`src/rtl/mmio_uart_rx.sv`:
```
// MMIO UART receiver: 8N1 deserialiser feeding a small FIFO that the CPU drains via word loads.
// Define UART_RX_PARITY_EN to build the 8E1 variant with a live parity-error flag.
module mmio_uart_rx #(
    parameter int unsigned CLKS_PER_BIT = 868,
    parameter int unsigned DEPTH_LOG2   = 4,
    parameter logic [31:0] ADDR_DATA    = 32'hf0000104,
    parameter logic [31:0] ADDR_STAT    = 32'hf0000108
) (
    input  logic        clk,
    input  logic        rst,
    input  logic        rxd,
    input  logic        mmio_oe,
    input  logic [3:0]  mmio_we,
    input  logic [31:0] mmio_addr,
    output logic [31:0] mmio_rdata,
    output logic        mmio_rsel
);
    localparam int unsigned TW    = $clog2(CLKS_PER_BIT);
    localparam int unsigned DEPTH = 1 << DEPTH_LOG2;
    localparam int unsigned CW    = DEPTH_LOG2 + 1;

`ifdef UART_RX_PARITY_EN
    typedef enum logic [2:0] {IDLE, START, DATA, PARITY, STOP} state_t;
`else
    typedef enum logic [2:0] {IDLE, START, DATA, STOP} state_t;
`endif

    // synchroniser plus one extra stage for falling-edge detection
    logic rxd_s1, rxd_s2, rxd_q;
    always_ff @(posedge clk) begin
        if (!rst) begin
            rxd_s1 <= 1'b1;
            rxd_s2 <= 1'b1;
            rxd_q  <= 1'b1;
        end else begin
            rxd_s1 <= rxd;
            rxd_s2 <= rxd_s1;
            rxd_q  <= rxd_s2;
        end
    end

    logic fall;
    assign fall = rxd_q & ~rxd_s2;

    state_t        state;
    logic [TW-1:0] timer;
    logic [2:0]    bit_cnt;
    logic [7:0]    shreg;
    logic          bit_tick, half_tick;
    logic          par_ok;

    assign bit_tick  = (timer == TW'(CLKS_PER_BIT - 1));
    assign half_tick = (timer == TW'(CLKS_PER_BIT / 2 - 1));

    always_ff @(posedge clk) begin
        if (!rst) begin
            state   <= IDLE;
            timer   <= '0;
            bit_cnt <= '0;
            shreg   <= '0;
        end else begin
            case (state)
                IDLE: begin
                    timer <= '0;
                    if (fall) state <= START;
                end
                START: begin
                    if (half_tick) begin
                        timer   <= '0;
                        bit_cnt <= '0;
                        state   <= rxd_s2 ? IDLE : DATA;
                    end else begin
                        timer <= timer + 1'b1;
                    end
                end
                DATA: begin
                    if (bit_tick) begin
                        timer   <= '0;
                        shreg   <= {rxd_s2, shreg[7:1]};
                        bit_cnt <= bit_cnt + 1'b1;
`ifdef UART_RX_PARITY_EN
                        if (bit_cnt == 3'd7) state <= PARITY;
`else
                        if (bit_cnt == 3'd7) state <= STOP;
`endif
                    end else begin
                        timer <= timer + 1'b1;
                    end
                end
`ifdef UART_RX_PARITY_EN
                PARITY: begin
                    if (bit_tick) begin
                        timer <= '0;
                        state <= STOP;
                    end else begin
                        timer <= timer + 1'b1;
                    end
                end
`endif
                STOP: begin
                    // leaving mid-stop-bit lets the next start edge be caught with no idle gap
                    if (bit_tick) state <= IDLE;
                    else          timer <= timer + 1'b1;
                end
                default: state <= IDLE;
            endcase
        end
    end

`ifdef UART_RX_PARITY_EN
    logic par_ok_q;
    always_ff @(posedge clk) begin
        if (!rst)                                par_ok_q <= 1'b1;
        else if (state == PARITY && bit_tick)    par_ok_q <= (rxd_s2 == ^shreg);
    end
    assign par_ok = par_ok_q;
`else
    assign par_ok = 1'b1;
`endif

    logic stop_hit, push_req, ferr_set, perr_set;
    assign stop_hit = (state == STOP) && bit_tick;
    assign push_req = stop_hit && rxd_s2 && par_ok;
    assign ferr_set = stop_hit && !rxd_s2;
    assign perr_set = stop_hit && !par_ok;

    // MMIO decode
    logic rd_data, rd_stat, wr_stat;
    assign rd_data = mmio_oe && (mmio_we == 4'b0000) && (mmio_addr == ADDR_DATA);
    assign rd_stat = mmio_oe && (mmio_we == 4'b0000) && (mmio_addr == ADDR_STAT);
    assign wr_stat = mmio_oe && mmio_we[0] && (mmio_addr == ADDR_STAT);

    // FIFO
    logic [7:0]            mem [DEPTH];
    logic [DEPTH_LOG2-1:0] wptr, rptr;
    logic [CW-1:0]         count;
    logic                  empty, full, pop, push, ovr_set;

    assign empty   = (count == '0);
    assign full    = (count == CW'(DEPTH));
    assign pop     = rd_data && !empty;
    assign push    = push_req && (!full || pop);
    assign ovr_set = push_req && full && !pop;

    always_ff @(posedge clk) begin
        if (push) mem[wptr] <= shreg;
    end

    always_ff @(posedge clk) begin
        if (!rst) begin
            wptr  <= '0;
            rptr  <= '0;
            count <= '0;
        end else begin
            if (push) wptr <= wptr + 1'b1;
            if (pop)  rptr <= rptr + 1'b1;
            if (push && !pop)      count <= count + 1'b1;
            else if (pop && !push) count <= count - 1'b1;
        end
    end

    // sticky flags: a set in the same cycle as a clear wins
    logic ovr, ferr, perr;
    always_ff @(posedge clk) begin
        if (!rst) begin
            ovr  <= 1'b0;
            ferr <= 1'b0;
            perr <= 1'b0;
        end else begin
            ovr  <= ovr_set  | (ovr  & ~wr_stat);
            ferr <= ferr_set | (ferr & ~wr_stat);
`ifdef UART_RX_PARITY_EN
            perr <= perr_set | (perr & ~wr_stat);
`else
            perr <= 1'b0;
`endif
        end
    end

    logic [31:0] stat_word;
    assign stat_word = {16'b0, 8'(count), 5'b0, perr, ferr, ovr};

    always_ff @(posedge clk) begin
        if (!rst) begin
            mmio_rdata <= '0;
            mmio_rsel  <= 1'b0;
        end else begin
            mmio_rsel <= rd_data | rd_stat;
            if (rd_data)      mmio_rdata <= empty ? 32'h0 : {23'b0, 1'b1, mem[rptr]};
            else if (rd_stat) mmio_rdata <= stat_word;
            else              mmio_rdata <= 32'h0;
        end
    end

`ifndef UART_RX_PARITY_EN
    logic unused_ok;
    assign unused_ok = perr_set;
`endif

endmodule

```
`config.mk`:
```
export PLATFORM = sky130hd
export DESIGN_NAME = mmio_uart_rx
export DESIGN_NICKNAME = d
export VERILOG_FILES = /design/src/rtl/mmio_uart_rx.sv
export SDC_FILE = /design/constraint.sdc
export NUM_CORES = 1
export LEC_CHECK = 0
export BUFFER_PORTS_ARGS = -buffer_cell sky130_fd_sc_hd__buf_2
export CAP_MARGIN = 5
export CELL_PAD_IN_SITES_DETAIL_PLACEMENT = 2
export CELL_PAD_IN_SITES_GLOBAL_PLACEMENT = 2
export CORE_AREA = 4 4 144 132
export CTS_CLUSTER_SIZE = 24
export DETAILED_ROUTE_END_ITERATION = 16
export DIE_AREA = 0 0 148 136
export PLACE_DENSITY_LB_ADDON = 0.3
export SKIP_CTS_REPAIR_TIMING = 1
export SLEW_MARGIN = 20
export SYNTH_ARGS = -nofsm -noshare
export SYNTH_HDL_FRONTEND = slang
export SYNTH_SLANG_ARGS = --single-unit
```
`constraint.sdc`:
```
create_clock -name clk -period 9.4 [get_ports clk]
set_input_delay 1.88 -clock clk [delete_from_list [all_inputs] [get_ports clk]]
set_output_delay 1.88 -clock clk [all_outputs]
set_load 0.02 [all_outputs]
```
==> flow_metrics.env <==
export IMPL_dp_slack_ns=3.35
export IMPL_setup_viol=0
export IMPL_core_sq_um=17500
export IMPL_synth_area_leader_cell="edfxtp_1"
export IMPL_syn_area_sq_um=7740
export IMPL_drt_initial_drc_count=257
export IMPL_dp_hpwl_mm=14.3
export IMPL_crit_fanout=13
export IMPL_ys_warn_count=0
export IMPL_r2r_end="count[4]"
export IMPL_grt_max_degree=33
export IMPL_drv_slew=0
export IMPL_critPathLaunch="mmio_addr[25]"
export IMPL_min_path_type="reg -> reg"
export IMPL_status="finished, final reports clean"
export IMPL_crit_top_cell="a21oi_1"
export IMPL_nFillCells=1671
export IMPL_gp_congestion=0.752
export IMPL_cp_required_ns=9.76
export IMPL_rsz0062_at_grt="false"
export IMPL_drv_cap=0
export IMPL_period_needed_ns=5.33
export IMPL_yosysSeqAreaShare=0.649
export IMPL_synth_compound_area_frac=0.0404
export IMPL_crit_path_end="count[4]"
export IMPL_final_hold_violation_count=0
export IMPL_multi_input_area_sq_um=2540
export IMPL_avgSynthCellArea_sq_um=14.6
export IMPL_synthSimpleGateAreaFrac=0.117
export IMPL_rr_startpoint="timer[0]"
export IMPL_r2r_cells=12
export IMPL_synth_top_area_frac=0.497
export IMPL_die_y_microns=136
export IMPL_design_die_area_sq_um=20100
export IMPL_critPathCaptureType="flop"
export IMPL_maxSlewHeadroom=0.343
export IMPL_dr_total_vias=4679
export IMPL_drtPass1Iterations=5
export IMPL_cp_cell_sequence="buf_2, nor4b_1, nand4_1, nor4_4, nor2_1, nor3_1, ha_1, inv_1, fa_1, a21o_1, a21oi_1, xnor2_1, or3_1, a21oi_1"
export IMPL_antenna_found_initial=0
export IMPL_route_detailed_drc=0
export IMPL_min_period_over_period=0.567
export IMPL_regArea_sq_um=5030
export IMPL_wl_per_cell_microns=24.9
export IMPL_synth_top_cells_by_count="edfxtp_1 (128), dfxtp_1 (59), nor2_1 (41)"
export IMPL_clockBufferDepth=2
export IMPL_drive_above_1_share=0.227
export IMPL_setup_ws_ns=4.07
export IMPL_synth_area_mux_share=0.121
export IMPL_synth_seq_cells=187
export IMPL_diodes=0
export IMPL_fin_setup_tns_ns=0
export IMPL_synthAdderAreaFrac=0.0236
export IMPL_rows=46
export IMPL_worstMarginPinSlew_ns=0.982
export IMPL_synthTopCellsByArea="edfxtp_1 (50%), dfxtp_1 (15%), mux4_2 (11%)"
export IMPL_synth_xor_area_share=0.0136
export IMPL_io_buffers=53
export IMPL_cts_inserted_buffers=17
export IMPL_ant_nets=0
export IMPL_die_w_microns=148
export IMPL_max_stage_delay_ns=0.84
export IMPL_track_usage=0.217
export IMPL_slowest_stage="nor4_4"
export IMPL_avgViaCountPerCell=5.60
export IMPL_finalNetCount=637
export IMPL_cts_tree="built"
export IMPL_power_leakage_nw=2.96
export IMPL_io_pins=73
export IMPL_grt_pass1_wl_mm=32.3
export IMPL_synth_cell_types=55
export IMPL_synth_top_family_by_area="multiplexers"
export IMPL_wirelength_mm=20.9
export IMPL_cts_sinks=187
export IMPL_worstSkewPairLatency_ns=0.44
export IMPL_syn_inst=531
export IMPL_globalRouteOverflowTotal=0
export IMPL_synth_edf_count=128
export IMPL_root_buffer="clkbuf_16"
export IMPL_reg2reg_slack_ns=5.67
export IMPL_fin_skew_ns=0.00982
export IMPL_grt_pass1_vias=5297
export IMPL_irDropWorstVdd_v=0.000112
export IMPL_timing_fmax_mhz=188
export IMPL_cp_start_kind="primary input"
export IMPL_worst_setup_path_type="in -> reg"
export IMPL_arrival_ns=5.69
export IMPL_clk_pin_slew_worst_paths_ns=0.07
export IMPL_yosysMostFrequentCell="edfxtp_1"
export IMPL_area_growth_pct=13.3
export IMPL_ctsHtreeMaxLevel=4
export IMPL_power_density_nw_per_um2=183
export IMPL_start_util=0.442
export IMPL_async_reset_ff_frac=0
export IMPL_ys_flop_type="edfxtp_1"
-- final cells by class --
cell class,instances,area share
clock inverter,14,0.0167
multi-input combinational,312,0.290
clock buffer,18,0.0489
timing repair buffer,56,0.0328
tap,240,0.0342
inverter,9,0.00385
sequential,187,0.573
-- worst min path at each step --
stage                 from  endpoint  depth (start not counted)
floorplan           rxd_s1    rxd_s2                          1
global placement    rxd_s1    rxd_s2                          1
detailed placement  rxd_s1    rxd_s2                          1
CTS                 rxd_s1    rxd_s2                          1
global route        rxd_s1    rxd_s2                          1
finish              rxd_s1    rxd_s2                          1
-- routing by layer --
metal	routed length [microns]	part of all wire	up-vias	track usage
li1	-	-	2080	-
met1	8310	0.40	2436	0.257
met2	11200	0.54	127	0.394
met3	901	0.043	36	0.0473
met4	461	0.022	0	0.0744
met5	0	0	-	0
-- cells in the final DEF (no fill, tap or decap), types with 8 or more instances in the layout --
master and instances:
a21oi_1 21, conb_1 19, buf_2 53, nand4_1 9, inv_1 9, clkbuf_16 17, mux4_2 38, nor2b_1 8
nor2_1 41, nand2_1 39, nand3_1 9, edfxtp_1 128, nor3_1 10, nand2b_1 9, ha_1 13, dfxtp_1 57
-- per-stage QoR --
step / hold WS, ns / cell area [sq um] / cells / power (W) / utilization
after floorplan: 0.386 / 7810 / 549 / 0.000907 / -
after global placement: 0.389 / 8180 / 804 / 0.000910 / 0.468
after detailed placement: 0.404 / 8180 / 804 / 0.000911 / 0.468
after CTS: 0.421 / 8760 / 836 / 0.00162 / 0.501
after global routing: 0.436 / 8770 / 836 / 0.00166 / 0.501
final: 0.415 / 8770 / 836 / 0.00161 / 0.501
-- where the power goes --
| part | total [W] | internal (W) | switching, W |
|---|---|---|---|
| clock | 0.000713 | 0.000392 | 0.000320 |
| combinational | 0.0000244 | 0.00000798 | 0.0000164 |
| sequential | 0.000870 | 0.000868 | 0.00000124 |
| total | 0.00161 | 0.00127 | 0.000338 |
-- registers in the layout, indices dropped and copies added, names as in the netlist, 3 cells and up, named ones only --
signal and flops:
mem 128, mmio_rdata 13, timer 10, shreg 8, count 5, rptr 4
wptr 4, bit_cnt 3
-- critical path: cells and delay by family --
kind                     cells  cell delay, ns
AND/OR/NAND/NOR              6            2.30
adder cells (fa/ha/maj)      2            0.66
AO/OA/AOI/OAI                3            0.51
buffers and inverters        2            0.20
XOR/XNOR                     1            0.10
-- kinds of logic after synthesis --
family / count (synthesis)
buf+inv: 50
mux: 46
xor+xnor: 12
flops: 187
other cells: 1
fa+ha+maj: 14
simple gates: 170
compound gates: 51
(Power assumes the default switching activity.)
